===== src/rtl/spi_rx_buffer.sv =====
// spi_rx_buffer: synchronizes the SPI slave rx_done and captures rx_data into a first-word-fall-through FIFO
// Ports:
//   clk, rst_n          system clock, asynchronous active-low reset
//   rx_data, rx_done    parallel word and frame-complete level from the SPI slave (sclk domain)
//   rd_en               consumer pop request
//   dout                head-of-FIFO word, valid while empty=0
//   empty, full, count  occupancy status
//   overflow, clr_ovf   sticky dropped-frame flag and its synchronous clear
module spi_rx_buffer #(
  parameter int WIDTH       = 12,
  parameter int DEPTH       = 8,
  parameter int SYNC_STAGES = 2
) (
  input  logic                     clk,
  input  logic                     rst_n,
  input  logic [WIDTH-1:0]         rx_data,
  input  logic                     rx_done,
  input  logic                     rd_en,
  input  logic                     clr_ovf,
  output logic [WIDTH-1:0]         dout,
  output logic                     empty,
  output logic                     full,
  output logic [$clog2(DEPTH):0]   count,
  output logic                     overflow
);
  localparam int AW = $clog2(DEPTH);
  localparam logic [AW:0] FULL_CNT = (AW+1)'(DEPTH);
  logic [SYNC_STAGES-1:0] sync_q;
  logic                   seen_q;
  logic [WIDTH-1:0]       mem_q [DEPTH];
  logic [AW-1:0]          wptr_q, rptr_q;
  logic [AW:0]            count_q, count_d;
  logic                   ovf_q, ovf_d;
  logic                   cap, wr, rd;
  assign empty    = count_q == '0;
  assign full     = count_q == FULL_CNT;
  assign count    = count_q;
  assign overflow = ovf_q;
  assign dout     = mem_q[rptr_q];
  // rx_data is sampled directly: the slave holds it stable until well after the synchronized edge arrives.
  // A full FIFO still accepts a capture when the same cycle pops, since the freed slot is the one written.
  always_comb begin
    cap     = sync_q[SYNC_STAGES-1] & ~seen_q;
    rd      = rd_en & ~empty;
    wr      = cap & (~full | rd_en);
    count_d = count_q + (AW+1)'(wr) - (AW+1)'(rd);
    ovf_d   = (cap & full & ~rd_en) | (ovf_q & ~clr_ovf);
  end
  always_ff @(posedge clk or negedge rst_n) begin
    if (!rst_n) begin
      sync_q  <= '0;
      seen_q  <= 1'b0;
      wptr_q  <= '0;
      rptr_q  <= '0;
      count_q <= '0;
      ovf_q   <= 1'b0;
      for (int i = 0; i < DEPTH; i++) mem_q[i] <= '0;
    end else begin
      sync_q  <= {sync_q[SYNC_STAGES-2:0], rx_done};
      seen_q  <= sync_q[SYNC_STAGES-1];
      count_q <= count_d;
      ovf_q   <= ovf_d;
      if (wr) begin
        mem_q[wptr_q] <= rx_data;
        wptr_q        <= wptr_q + AW'(1);
      end
      if (rd) rptr_q <= rptr_q + AW'(1);
    end
  end
endmodule


===== config.mk =====
export PLATFORM = sky130hd
export DESIGN_NAME = spi_rx_buffer
export DESIGN_NICKNAME = d
export VERILOG_FILES = /design/src/rtl/spi_rx_buffer.sv
export SDC_FILE = /design/constraint.sdc
export NUM_CORES = 1
export LEC_CHECK = 0
export CORE_AREA = 2 2 104 106
export DETAILED_ROUTE_END_ITERATION = 10
export DIE_AREA = 0 0 106 108
export MAX_ROUTING_LAYER = met4
export PLACE_DENSITY = 0.68
export SLEW_MARGIN = 20
export SYNTH_ARGS = -nofsm -noshare
export SYNTH_HDL_FRONTEND = slang
export SYNTH_SLANG_ARGS = --single-unit

===== constraint.sdc =====
create_clock -name clk -period 5.6 [get_ports clk]
set_clock_uncertainty 0.2 [all_clocks]
set_input_delay 1.68 -clock clk [delete_from_list [all_inputs] [get_ports clk]]
set_output_delay 1.68 -clock clk [all_outputs]
set_load 0.02 [all_outputs]

==> reports/results.ini, run 1 <==
[run_status]
status = finished clean

[detailed_routing]
wl_per_cell_um = 19.3
dr.first_iter.drc_count = 125
routed_wl_um = 9460
drc = 0
first_pass_iters = 4
vias = 2687
viasPerCell = 5.47
ant_nets = 0

[clock_network]
numCtsBuffers = 9
post_cts_resized = 0
post_cts_buffers = 0
insertion_delay_ns = 0.38
clockBufferDepth = 2
cts.sinks = 110
htreeDepth = 3
hold_buffers = 0
clkSlewWorstSetupHoldPaths_ns = 0.10
cts_tree = yes
cts_root_buf = clkbuf_8

[sta]
slew_headroom_pct = 31.8
setup_viol = 0
tightest_slew_ns = 1.01
hold_viol = 0
grt_setup_unrepaired = false
post-route-period-util_pct = 84.0
maxClockFrequency_ghz = 0.213
whs_ns = 0.180
fin_setup_tns_ns = 0
fin_crit_ns = 4.71
drv_slew = 0

[floorplanning]
dieHeight_um = 108
die_w_um = 106
io_pins = 36
fp.dieArea_sq_mm = 0.0114
coreArea_sq_mm = 0.0102
start_util_pct = 48.9
num_rows = 37

[critical_path]
critPathKind = flip-flop to output pin
worstPathMaxFanout = 16
cp.arrival_ns = 2.83
rr_endpoint = count[1]$_DFF_PN0_
endpoint = dout[11]
ff2ff_setup_slack_ns = 2.83
start_kind = flip-flop
crit_path_start = rptr_q[0]$_DFFE_PN0P_
rr_worst_depth = 11
r2r-start = count[2]$_DFF_PN0_
setup.worst_path.end_class = output pin
critPathRequiredTime_ns = 3.72

[synth]
yosysUniqueCellTypes = 27
syn_nets = 337
ys_seq_area_share_pct = 55.0
yosys_warnings = 0
syn_avg_cell_area_sq_um = 16.1
yosys_register_bits = 110
postSynthCellCount = 311
synth_area_sq_mm = 0.00500

[final_layout]
antenna_cells = 0
n_fill_cell = 839
multi_input_area_sq_mm = 0.00216
mostFrequentLayoutCells = mux2_2 (110), dfrtp_1 (110), clkdlybuf4s50_1 (34)
area_growth_pct = 14.5
final_net_count = 376
regArea_sq_mm = 0.00275
drive_gt1_share_pct = 46.8

[placement]
port_buffers = 35
place.gp.congestion = 0.728
dp_hpwl_um = 5980

[global_route]
antenna_found_initial = 0
grt_max_degree = 54
grt_pass1_vias = 2848
grt_pass1_wl_um = 15700
grt_overflow = 0
gr-usage-all-layers_pct = 19.0

[pwr]
power_leakage_nw = 2.40
powerDensity_mw_per_mm2 = 597
ir_drop_mv = 0.256

[job]
cap_viol_max_count = 0

[min_path]
hold_class = flip-flop to flip-flop

cell type report:
type	count	share of cell area (%)
clock buffer	10	2.23
inverter	11	0.721
sequential	110	48.1
multi-input combinational	174	37.8
timing repair buffer	44	7.47
tap	136	2.97
clock inverter	6	0.786
kinds of logic after synthesis:
family | share of synthesized area, %
xor+xnor | 1.05
simple gates | 3.20
compound gates | 0.425
mux | 35.6
buf+inv | 2.35
flops | 55.0
fa+ha+maj | 2.40
power by group:
part / internal [mW] / total, mW / switching [mW]
clock: 0.165 / 0.442 / 0.277
sequential: 1.18 / 1.46 / 0.280
combinational: 0.957 / 1.52 / 0.562
total: 2.30 / 3.42 / 1.12
flip-flops by register name, summed over array words and instances, names as in the netlist:
register  cells
count         4
mem_q        96
overflow      1
rptr_q        3
seen_q        1
sync_q        2
wptr_q        3
per-stage QoR:
step | cell area (sq um) | std cells | power (mW) | utilization, % | setup slack (ns)
3_5_place_dp | 5560 | 475 | 3.01 | 54.3 | 1.24
6_report | 5730 | 491 | 3.42 | 56.0 | 0.895
3_3_place_gp | 5560 | 475 | 2.96 | 54.3 | 1.28
4_1_cts | 5730 | 491 | 3.47 | 56.0 | 0.812
2_1_floorplan | 5000 | 311 | 2.49 | - | 2.04
5_1_grt | 5730 | 491 | 3.64 | 56.0 | 0.713
synth_stat cells (all sizes together):
| cell | n | area share (%) |
|---|---|---|
| a21o | 1 | 0.15 |
| a21oi | 1 | 0.10 |
| a22o | 1 | 0.18 |
| buf | 11 | 1.2 |
| clkbuf | 5 | 0.38 |
| dfrtp | 110 | 55 |
| fa | 1 | 0.40 |
| ha | 8 | 2.0 |
| inv | 11 | 0.83 |
| mux2 | 110 | 25 |
| mux4 | 24 | 11 |
| nand2 | 2 | 0.15 |
| nand2b | 1 | 0.13 |
| nand3 | 2 | 0.20 |
| nand3b | 1 | 0.15 |
| nand4b | 2 | 0.35 |
| nor2 | 3 | 0.23 |
| nor3 | 1 | 0.10 |
| nor3b | 3 | 0.45 |
| nor4 | 2 | 0.25 |
| nor4b | 3 | 0.83 |
| or3b | 1 | 0.18 |
| or4b | 1 | 0.20 |
| xnor2 | 3 | 0.53 |
| xor2 | 3 | 0.53 |
routing by layer:
| metal | share of wire (%) | global-route usage [%] | wire [um] | vias up |
|---|---|---|---|---|
| met5 | 0 | - | 0 | - |
| met2 | 50 | 30.5 | 4710 | 27 |
| met3 | 2.7 | 4.52 | 254 | 11 |
| met4 | 1.3 | 5.36 | 123 | 0 |
| li1 | - | - | - | 1222 |
| met1 | 46 | 24.5 | 4380 | 1427 |
worst max-delay path, cell delays in order (launching register included):
cell             delay [ns]
dfrtp_1                0.83
buf_12                 0.27
mux4_2                 0.52
mux2_2                 0.29
clkdlybuf4s50_1        0.54
how the worst min path moves through the flow:
| stage | startpoint | to | slack, ns | depth (start not counted) |
|---|---|---|---|---|
| 3_5_place_dp | sync_q[0]$_DFF_PN0_ | sync_q[1]$_DFF_PN0_ | 0.14 | 0 |
| 2_1_floorplan | sync_q[0]$_DFF_PN0_ | sync_q[1]$_DFF_PN0_ | 0.13 | 0 |
| 3_3_place_gp | sync_q[0]$_DFF_PN0_ | sync_q[1]$_DFF_PN0_ | 0.14 | 0 |
| 4_1_cts | sync_q[0]$_DFF_PN0_ | sync_q[1]$_DFF_PN0_ | 0.19 | 0 |
| 5_1_grt | sync_q[0]$_DFF_PN0_ | sync_q[1]$_DFF_PN0_ | 0.20 | 0 |
| 6_report | sync_q[0]$_DFF_PN0_ | sync_q[1]$_DFF_PN0_ | 0.18 | 0 |
No activity file was read; power rests on OpenSTA's default activity.
==> inputs of run 2 (changes only) <==
Settings changed: PLACE_DENSITY 0.68 to 0.71.
Clock period 5.6 ns to 4.05 ns, I/O delays scaled along.
==> reports/results.ini, run 2 (synthesized netlist as in run 1, its figures left out) <==
[sta]
slew_headroom_pct = 43.0  ; was 31.8%
fin_setup_tns_ns = 0  ; unchanged
setup_slack_ns = 0.220  ; was 0.895 ns
tightest_slew_ns = 0.848  ; was 1.01 ns
setup_viol = 0  ; unchanged
maxClockFrequency_ghz = 0.261
post-route-period-util_pct = 94.6
fin_crit_ns = 3.83
grt_setup_unrepaired = false  ; unchanged
hold_viol = 0  ; unchanged
drv_slew = 0  ; unchanged

[clock_network]
cts.sinks = 110  ; unchanged
numCtsBuffers = 9  ; unchanged
cts_tree = yes  ; unchanged
cts_root_buf = clkbuf_8  ; unchanged
htreeDepth = 3  ; unchanged
clockBufferDepth = 2  ; unchanged
insertion_delay_ns = 0.37  ; was 0.38 ns
clkSlewWorstSetupHoldPaths_ns = 0.10  ; about the same

[placement]
dp_cells = 482  ; was 475
port_buffers = 35  ; unchanged
placed_area_sq_mm = 0.00561  ; was 0.00556 sq mm
dp_slack_ns = 0.224  ; was 1.24 ns
place.gp.congestion = 0.725  ; was 0.728
dp_hpwl_um = 6080  ; was 5980 um

[floorplanning]
io_pins = 36  ; unchanged
start_util_pct = 48.9  ; unchanged
num_rows = 37  ; unchanged
dieHeight_um = 108  ; unchanged
fp.dieArea_sq_mm = 0.0114  ; unchanged
coreArea_sq_mm = 0.0102  ; unchanged
die_w_um = 106  ; unchanged

[pwr]
power_leakage_nw = 2.44  ; was 2.40 nW
ir_drop_mv = 0.430  ; was 0.256 mV
powerDensity_mw_per_mm2 = 821  ; was 597 mW/mm^2
total_power_mw = 4.75  ; was 3.42 mW

[detailed_routing]
ant_nets = 0  ; unchanged
first_pass_iters = 4  ; unchanged
routed_wl_um = 9460  ; unchanged
wl_per_cell_um = 19.0  ; was 19.3 um
viasPerCell = 5.51  ; was 5.47
drc = 0  ; unchanged
vias = 2743  ; was 2687
dr.first_iter.drc_count = 112  ; was 125

[final_layout]
n_fill_cell = 829  ; was 839
antenna_cells = 0  ; unchanged
top_register = mem_q  ; unchanged
final_net_count = 383  ; was 376
layout_commonest_cell = mux2_2
drive_gt1_share_pct = 48.3  ; was 46.8%
final_design_area_no_fill_sq_mm = 0.00579  ; was 0.00573 sq mm
area_growth_pct = 15.7  ; was 14.5%
final_cells = 498  ; was 491
largest_reg_flops = 96  ; unchanged
regArea_sq_mm = 0.00275  ; about the same
mostFrequentLayoutCells = mux2_2 (110), dfrtp_1 (109), clkdlybuf4s50_1 (34)  ; was mux2_2 (110), dfrtp_1 (110), clkdlybuf4s50_1 (34)
multi_input_area_sq_mm = 0.00216  ; unchanged

[critical_path]
critPathRequiredTime_ns = 2.63  ; was 3.72 ns
crit_chain = buf_4, mux4_2, mux2_2, clkdlybuf4s50_1  ; was buf_12, mux4_2, mux2_2, clkdlybuf4s50_1
worstPathMaxFanout = 14  ; was 16
crit_slowest_cell = mux4_2  ; was dfrtp_1
crit_buf_inv = 2  ; unchanged
crit_family = multiplexers  ; was flip-flops
setup.worst_path.end_class = output pin  ; unchanged
start_kind = flip-flop  ; unchanged
ff2ff_setup_slack_ns = 1.31  ; was 2.83 ns
slowest_delay_ns = 0.56  ; was 0.83 ns
critPathKind = flip-flop to output pin  ; unchanged
cp.arrival_ns = 2.41  ; was 2.83 ns

[global_route]
grt_pass1_wl_um = 15600  ; was 15700 um
antenna_found_initial = 0  ; unchanged
grt_max_degree = 66  ; was 54
gr-usage-all-layers_pct = 18.5  ; was 19.0%
grt_overflow = 0  ; unchanged
grt_pass1_vias = 2843  ; was 2848

[job]
cap_viol_max_count = 0  ; unchanged

[min_path]
hold_class = flip-flop to flip-flop  ; unchanged

[run_status]
status = finished clean  ; unchanged

-- run 2: changes by cell type in the layout (fill, tap and decap cells not counted) --
cell,delta
buf_4,+7
clkbuf_1,-1
clkinv_4,+1
clkinvlp_4,-1
dfrtp_1,-1
dfrtp_2,+1
inv_6,+1
-- run 2: repair_timing --
action	4_1_cts	5_1_grt
endpoints found under the hold margin	0	0
setup endpoints to repair	4	0
hold buffers	0	0
resized for setup	1	0
buffers inserted	0	0
-- run 2: power by group --
group	internal, mW	switching, mW
logic	1.33	0.846
clock network	0.232	0.386
registers	1.63	0.328
total	3.19	1.56
-- run 2: worst register-to-register path, delay by kind of cell (launching register included) --
family	cells	cell delay, ns
XOR/XNOR	1	0.14
buffers and inverters	4	0.30
AND/OR/NAND/NOR	2	0.65
adder cells (fa/ha/maj)	4	0.94
flip-flops	1	0.39
-- run 2: final timing paths --
check                                 startpoint                    to  cells past startpoint
max                        rptr_q[0]$_DFFE_PN0P_               dout[6]                      4
min                          sync_q[0]$_DFF_PN0_   sync_q[1]$_DFF_PN0_                      0
max reg2reg                   count[2]$_DFF_PN0_    count[2]$_DFF_PN0_                     11
min reg2reg                  sync_q[0]$_DFF_PN0_   sync_q[1]$_DFF_PN0_                      0
max in group asynchronous                  rst_n  mem_q[4]$_DFFE_PN0P_                      2
min in group asynchronous                  rst_n    count[3]$_DFF_PN0_                      1
-- run 2: stage by stage --
stage | hold slack (ns) | utilization, %
after detailed placement | 0.145 | 54.8
after global placement | 0.139 | 54.8
final | 0.162 | 56.6
after global routing | 0.188 | 56.6
after CTS | 0.173 | 56.6
after floorplan | 0.131 | -
-- run 2: layout make-up --
type                            count  area share, %
Sequential cell                   110           47.6
Multi-Input combinational cell    174           37.4
Timing Repair Buffer               51           8.30
Tap cell                          136           2.94
Clock buffer                        9           2.14
Clock inverter                      7          0.951
Inverter                           11          0.713
-- run 2: layer usage --
layer	share of wire [%]	wire length [um]	up-vias	GRT usage, %
li1	-	-	1243	-
met1	49	4660	1466	25.7
met2	48	4540	27	28.4
met3	1.8	172	7	3.07
met4	0.98	93	0	5.36
met5	0	0	-	-
